### src/rtl/k_exp_inv.sv
// Inverse-cipher AES key schedule: expands forward to the tail of the schedule, then
// walks it backward one word per cycle, emitting round keys Nr..0 over a valid/ready port.
module k_exp_inv #(
  parameter bit ENABLE_192 = 1'b1
) (
  input  logic         clk,
  input  logic         rst_n,
  input  logic         start_i,
  input  logic [1:0]   key_len_i,
  input  logic [255:0] key_i,
  output logic         busy_o,
  output logic [127:0] rk_o,
  output logic [3:0]   rk_idx_o,
  output logic         rk_valid_o,
  input  logic         rk_ready_i,
  output logic         rk_last_o
);

  typedef enum logic [1:0] {IDLE, FWD, REV} state_t;

  state_t      state;
  logic [31:0] win [8];
  logic [5:0]  b;
  logic [3:0]  r;
  logic [3:0]  nk;
  logic [3:0]  nr;

  function automatic logic [7:0] gf_mul(input logic [7:0] a, input logic [7:0] c);
    logic [7:0] p;
    logic [7:0] x;
    p = 8'h00;
    x = a;
    for (int i = 0; i < 8; i++) begin
      if (c[i]) p = p ^ x;
      x = {x[6:0], 1'b0} ^ (x[7] ? 8'h1b : 8'h00);
    end
    return p;
  endfunction

  // Multiplicative inverse as a^254 (maps 0 to 0), followed by the AES affine transform.
  function automatic logic [7:0] sbox(input logic [7:0] a);
    logic [7:0] sq;
    logic [7:0] inv;
    sq  = a;
    inv = 8'h01;
    for (int k = 1; k < 8; k++) begin
      sq  = gf_mul(sq, sq);
      inv = gf_mul(inv, sq);
    end
    return inv ^ {inv[6:0], inv[7]} ^ {inv[5:0], inv[7:6]} ^
           {inv[4:0], inv[7:5]} ^ {inv[3:0], inv[7:4]} ^ 8'h63;
  endfunction

  function automatic logic [7:0] rcon(input logic [3:0] n);
    case (n)
      4'd1:    return 8'h01;
      4'd2:    return 8'h02;
      4'd3:    return 8'h04;
      4'd4:    return 8'h08;
      4'd5:    return 8'h10;
      4'd6:    return 8'h20;
      4'd7:    return 8'h40;
      4'd8:    return 8'h80;
      4'd9:    return 8'h1b;
      4'd10:   return 8'h36;
      default: return 8'h00;
    endcase
  endfunction

  logic        len_ok;
  logic [3:0]  nk_sel;
  logic [3:0]  nr_sel;

  always_comb begin
    len_ok = 1'b1;
    nk_sel = 4'd4;
    nr_sel = 4'd10;
    case (key_len_i)
      2'b00: ;
      2'b01: begin
        nk_sel = 4'd6;
        nr_sel = 4'd12;
        len_ok = ENABLE_192;
      end
      2'b10: begin
        nk_sel = 4'd8;
        nr_sel = 4'd14;
      end
      default: len_ok = 1'b0;
    endcase
  end

  logic [2:0]   idx_hi;
  logic [2:0]   idx_hi2;
  logic [5:0]   j;
  logic [2:0]   jm;
  logic [3:0]   jq;
  logic [31:0]  t_in;
  logic [31:0]  sub_in;
  logic [31:0]  sub_out;
  logic [31:0]  t_out;
  logic [31:0]  w_new;
  logic [31:0]  w_prev;
  logic [5:0]   lim;
  logic         emit;
  logic [2:0]   off;
  logic [127:0] rk_sel;

  // One transform shared by both directions: forward uses (W[Nk-1], b+Nk), backward (W[Nk-2], b+Nk-1).
  always_comb begin
    idx_hi  = 3'(nk - 4'd1);
    idx_hi2 = 3'(nk - 4'd2);
    if (state == REV) begin
      t_in = win[idx_hi2];
      j    = b + {2'b00, nk} - 6'd1;
    end else begin
      t_in = win[idx_hi];
      j    = b + {2'b00, nk};
    end
    case (nk)
      4'd4: begin
        jm = {1'b0, j[1:0]};
        jq = j[5:2];
      end
      4'd8: begin
        jm = j[2:0];
        jq = {1'b0, j[5:3]};
      end
      default: begin
        jm = 3'(j % 6'd6);
        jq = 4'(j / 6'd6);
      end
    endcase
    sub_in  = (jm == 3'd0) ? {t_in[23:0], t_in[31:24]} : t_in;
    sub_out = {sbox(sub_in[31:24]), sbox(sub_in[23:16]), sbox(sub_in[15:8]), sbox(sub_in[7:0])};
    if (jm == 3'd0)
      t_out = sub_out ^ {rcon(jq), 24'h0};
    else if (nk == 4'd8 && jm == 3'd4)
      t_out = sub_out;
    else
      t_out = t_in;
    w_new  = win[0] ^ t_out;
    w_prev = win[idx_hi] ^ t_out;
    lim    = {nr, 2'b00} + 6'd4 - {2'b00, nk};
    emit   = ({r, 2'b00} >= b);
    off    = 3'({r, 2'b00} - b);
    rk_sel = {win[off], win[3'(off + 3'd1)], win[3'(off + 3'd2)], win[3'(off + 3'd3)]};
  end

  assign busy_o = (state != IDLE);

  always_ff @(posedge clk) begin
    if (!rst_n) begin
      state      <= IDLE;
      for (int i = 0; i < 8; i++) win[i] <= '0;
      b          <= '0;
      r          <= '0;
      nk         <= 4'd4;
      nr         <= 4'd10;
      rk_o       <= '0;
      rk_idx_o   <= '0;
      rk_valid_o <= 1'b0;
      rk_last_o  <= 1'b0;
    end else begin
      case (state)
        IDLE: begin
          if (start_i && len_ok) begin
            for (int i = 0; i < 8; i++) win[i] <= key_i[255 - 32*i -: 32];
            b     <= '0;
            nk    <= nk_sel;
            nr    <= nr_sel;
            state <= FWD;
          end
        end
        FWD: begin
          for (int i = 0; i < 7; i++)
            if (3'(i) < idx_hi) win[i] <= win[i+1];
          win[idx_hi] <= w_new;
          b <= b + 6'd1;
          if (b + 6'd1 == lim) begin
            r     <= nr;
            state <= REV;
          end
        end
        REV: begin
          if (rk_valid_o && !rk_ready_i) begin
            // stalled: hold everything
          end else if (rk_valid_o && rk_last_o) begin
            rk_valid_o <= 1'b0;
            rk_last_o  <= 1'b0;
            state      <= IDLE;
          end else if (emit) begin
            rk_o       <= rk_sel;
            rk_idx_o   <= r;
            rk_valid_o <= 1'b1;
            rk_last_o  <= (r == 4'd0);
            if (r != 4'd0) r <= r - 4'd1;
          end else begin
            for (int i = 1; i < 8; i++) win[i] <= win[i-1];
            win[0]     <= w_prev;
            b          <= b - 6'd1;
            rk_valid_o <= 1'b0;
          end
        end
        default: state <= IDLE;
      endcase
    end
  end

endmodule

### config.mk
export PLATFORM = sky130hd
export DESIGN_NAME = k_exp_inv
export DESIGN_NICKNAME = d
export VERILOG_FILES = /design/src/rtl/k_exp_inv.sv
export SDC_FILE = /design/constraint.sdc
export NUM_CORES = 2
export LEC_CHECK = 0
export CAP_MARGIN = 10
export CORE_UTILIZATION = 35
export CTS_CLUSTER_SIZE = 25
export DETAILED_ROUTE_END_ITERATION = 8
export GPL_TIMING_DRIVEN = 1
export SLEW_MARGIN = 10
export SYNTH_ARGS = -nofsm -noshare
export SYNTH_HDL_FRONTEND = slang
export SYNTH_SLANG_ARGS = --single-unit
### constraint.sdc
create_clock -name clk -period 25.2 [get_ports clk]
set_input_delay 6.3 -clock clk [delete_from_list [all_inputs] [get_ports clk]]
set_output_delay 6.3 -clock clk [all_outputs]
set_load 0.1 [all_outputs]
==> impl_metrics.json <==
{
  "routed_wl_mm": 360,
  "hold_end": "rk_idx_o[3]$_SDFFE_PN0P_",
  "slew_headroom_pct": 13.1,
  "yosysTopAreaCell": "xnor2_1",
  "cp_slowest_stage_delay_ps": 980,
  "syn_area_per_cell_um2": 8.27,
  "netlist_area_um2": 96500,
  "synth.most_common_cell": "xnor2_1",
  "cpLargestDelayFamily": "XOR/XNOR gates",
  "yosys_warnings": 0,
  "r2r_start": "b[1]$_SDFFE_PN0P_",
  "crit_path_frequent_cell": "xnor2_1",
  "dpl_cell_area_um2": 104000,
  "gr-usage-all-layers_pct": 24.6,
  "rows": 192,
  "cts_buffers": 42,
  "hpwlAfterDp_mm": 262,
  "htreeDepth": 2,
  "rrSetupSlack_ps": 1530,
  "drt_first_iter_violations": 11374,
  "ys_seq_area_share_pct": 11.1,
  "root_buffer": "clkbuf_16",
  "design_area_um2": 105000,
  "hold_ws_ps": 463,
  "synth_cells": 11666,
  "grt_pass1_vias": 83625,
  "start_util_pct": 35.2,
  "vias": 91206,
  "routed_via_density": 5.99,
  "antenna_found_initial": 14,
  "grt_pass1_wl_mm": 540,
  "hp-class": "reg2reg",
  "cp.arrival_ps": 24120,
  "globalplace.congestion": 0.964,
  "port_buffers": 396,
  "reg2reg_depth": 67,
  "postCtsSetupBuffers": 0,
  "clk_pin_slew_ps": 70,
  "cts_tree": "yes",
  "yosys_register_bits": 407,
  "clock_path_buffers": 3,
  "min_from": "rk_idx_o[3]$_SDFFE_PN0P_",
  "crit_type": "reg2reg",
  "yosys-top-cells-area": "xnor2_1, edfxtp_1, xnor3_1, mux4_2, nor2_1",
  "end_kind": "flop",
  "finClkSkew_ps": 45.6,
  "dpl.cell_count": 15140,
  "dr.pass1.iters": 6,
  "num_io_pins": 397,
  "synthArstFlopShare_pct": 0,
  "setup_viol": 0,
  "slew_viol_final": 0,
  "fmax_mhz": 42.3,
  "syn-num-nets": 11993,
  "ys_top_cells_by_count": "xnor2_1, nor2_1, nand2_1",
  "grt_overflow_total": 0,
  "drc": 0,
  "run_status": "complete, no violations",
  "cap_violations": 0,
  "synth_top_cell_area_share_pct": 15.5,
  "synth-edff-count": 256,
  "clk-insertion-delay-late_ps": 610,
  "cts.hold.buffers_added": 0,
  "coreArea_um2": 274000,
  "crit_required_ps": 25660,
  "hold_viol": 0,
  "ant_nets": 0,
  "drive_above_1_share_pct": 12.3,
  "synth_cell_types": 176,
  "start_kind": "flop",
  "area_delta_synth_final_pct": 9.04,
  "grt_max_degree": 100,
  "rr_endpoint": "win[5][27]$_DFFE_PP_",
  "dieArea_um2": 278000,
  "die_y_um": 527,
  "period_minus_slack_ps": 23670,
  "fin_util_pct": 38.4,
  "drt-wirelength-per-cell_um": 23.7,
  "final_net_count": 11922,
  "critPathBufInv": 5,
  "die_w_um": 527,
  "fin_crit_sh_pct": 93.9,
  "hold_depth": 2,
  "instances_no_fill": 15222,
  "cp_max_fo": 21,
  "synthFlopType": "edfxtp_1",
  "clock_sinks": 407,
  "tightest_slew_ps": 1300,
  "slowest_stage": "a222oi_1"
}
==> per-layer routing <==
layer / GRT usage (%) / wire length [um] / up-vias
met4: 9.42 / 16200 / 10
met1: 34.0 / 151000 / 43915
li1: - / - / 41740
met3: 4.12 / 34200 / 770
met5: 0 / 68 / -
met2: 38.2 / 159000 / 4771
==> layout by cell type (no fill, tap or decap), types with 76 or more instances in the layout <==
| cell type | instances |
|---|---|
| o21ai_0 | 493 |
| mux4_2 | 300 |
| o22ai_1 | 155 |
| nand2_1 | 1144 |
| a31oi_1 | 130 |
| a211oi_1 | 244 |
| xnor2_2 | 162 |
| clkdlybuf4s50_1 | 396 |
| inv_1 | 101 |
| a21oi_1 | 611 |
| xnor2_1 | 1652 |
| xor2_1 | 439 |
| o211ai_1 | 102 |
| edfxtp_1 | 256 |
| nor2_1 | 1562 |
| o21ai_1 | 76 |
| a22oi_1 | 94 |
| xnor3_1 | 316 |
| mux2i_1 | 562 |
| nand3_1 | 273 |
| buf_4 | 381 |
| dfxtp_1 | 149 |
| mux2_2 | 91 |
| nor3_1 | 228 |
==> worst max path at each step <==
| stage | startpoint | endpoint | slack [ps] | cells after the start |
|---|---|---|---|---|
| final | b[1]$_SDFFE_PN0P_ | win[5][27]$_DFFE_PP_ | 1530 | 67 |
| after global routing | b[1]$_SDFFE_PN0P_ | win[1][5]$_DFFE_PP_ | -20 | 72 |
| after global placement | b[1]$_SDFFE_PN0P_ | win[3][21]$_DFFE_PP_ | 1890 | 73 |
| after floorplan | b[2]$_SDFFE_PN0P_ | win[3][15]$_DFFE_PP_ | 5080 | 82 |
| after CTS | b[1]$_SDFFE_PN0P_ | win[1][5]$_DFFE_PP_ | 1480 | 73 |
| after detailed placement | b[1]$_SDFFE_PN0P_ | win[1][5]$_DFFE_PP_ | 1610 | 73 |
==> worst min-delay path, cell delays in order, from the launching register on <==
cell,delay [ps]
dfxtp_1,310
nand2_1,50
a21oi_1,50
==> per-stage QoR <==
step,worst slack (ps),setup TNS [ps]
global route,-21.3,-21.3
CTS,1480,0
finish,1530,0
global placement,1890,0
detailed placement,1610,0
floorplan,5080,0
==> sequential cells by signal, summed over array words and instances (netlist names) <==
name and count:
b 6, nk 3, nr 2, r 4, rk_idx_o 4, rk_last_o 1, rk_o 128, rk_valid_o 1
state 2, win 256
==> cells by family after synthesis <==
group           synth area share (%)
compound gates                  17.8
xor+xnor                        32.2
fa+ha+maj                      0.861
buf+inv                         5.67
flops                           11.1
mux                             14.7
simple gates                    17.7
==> timing repair <==
action,4_1_cts,5_1_grt
hold endpoints to repair,0,0
gates resized for setup,0,8
setup endpoints to repair,0,46
==> final cells by class <==
class	count	area [um2]
inverters	133	510
well taps	3589	4490
repair buffers	779	6860
clock inverters	12	63.8
clock buffers	65	1300
fillers	28016	169000
diodes	5	12.5
multi-input cells	10232	81200
flip-flops and latches	407	10700
Power is left out: the tool's default activity adds up to more than one toggle a clock period on the data nets, which glitch-free logic cannot reach.
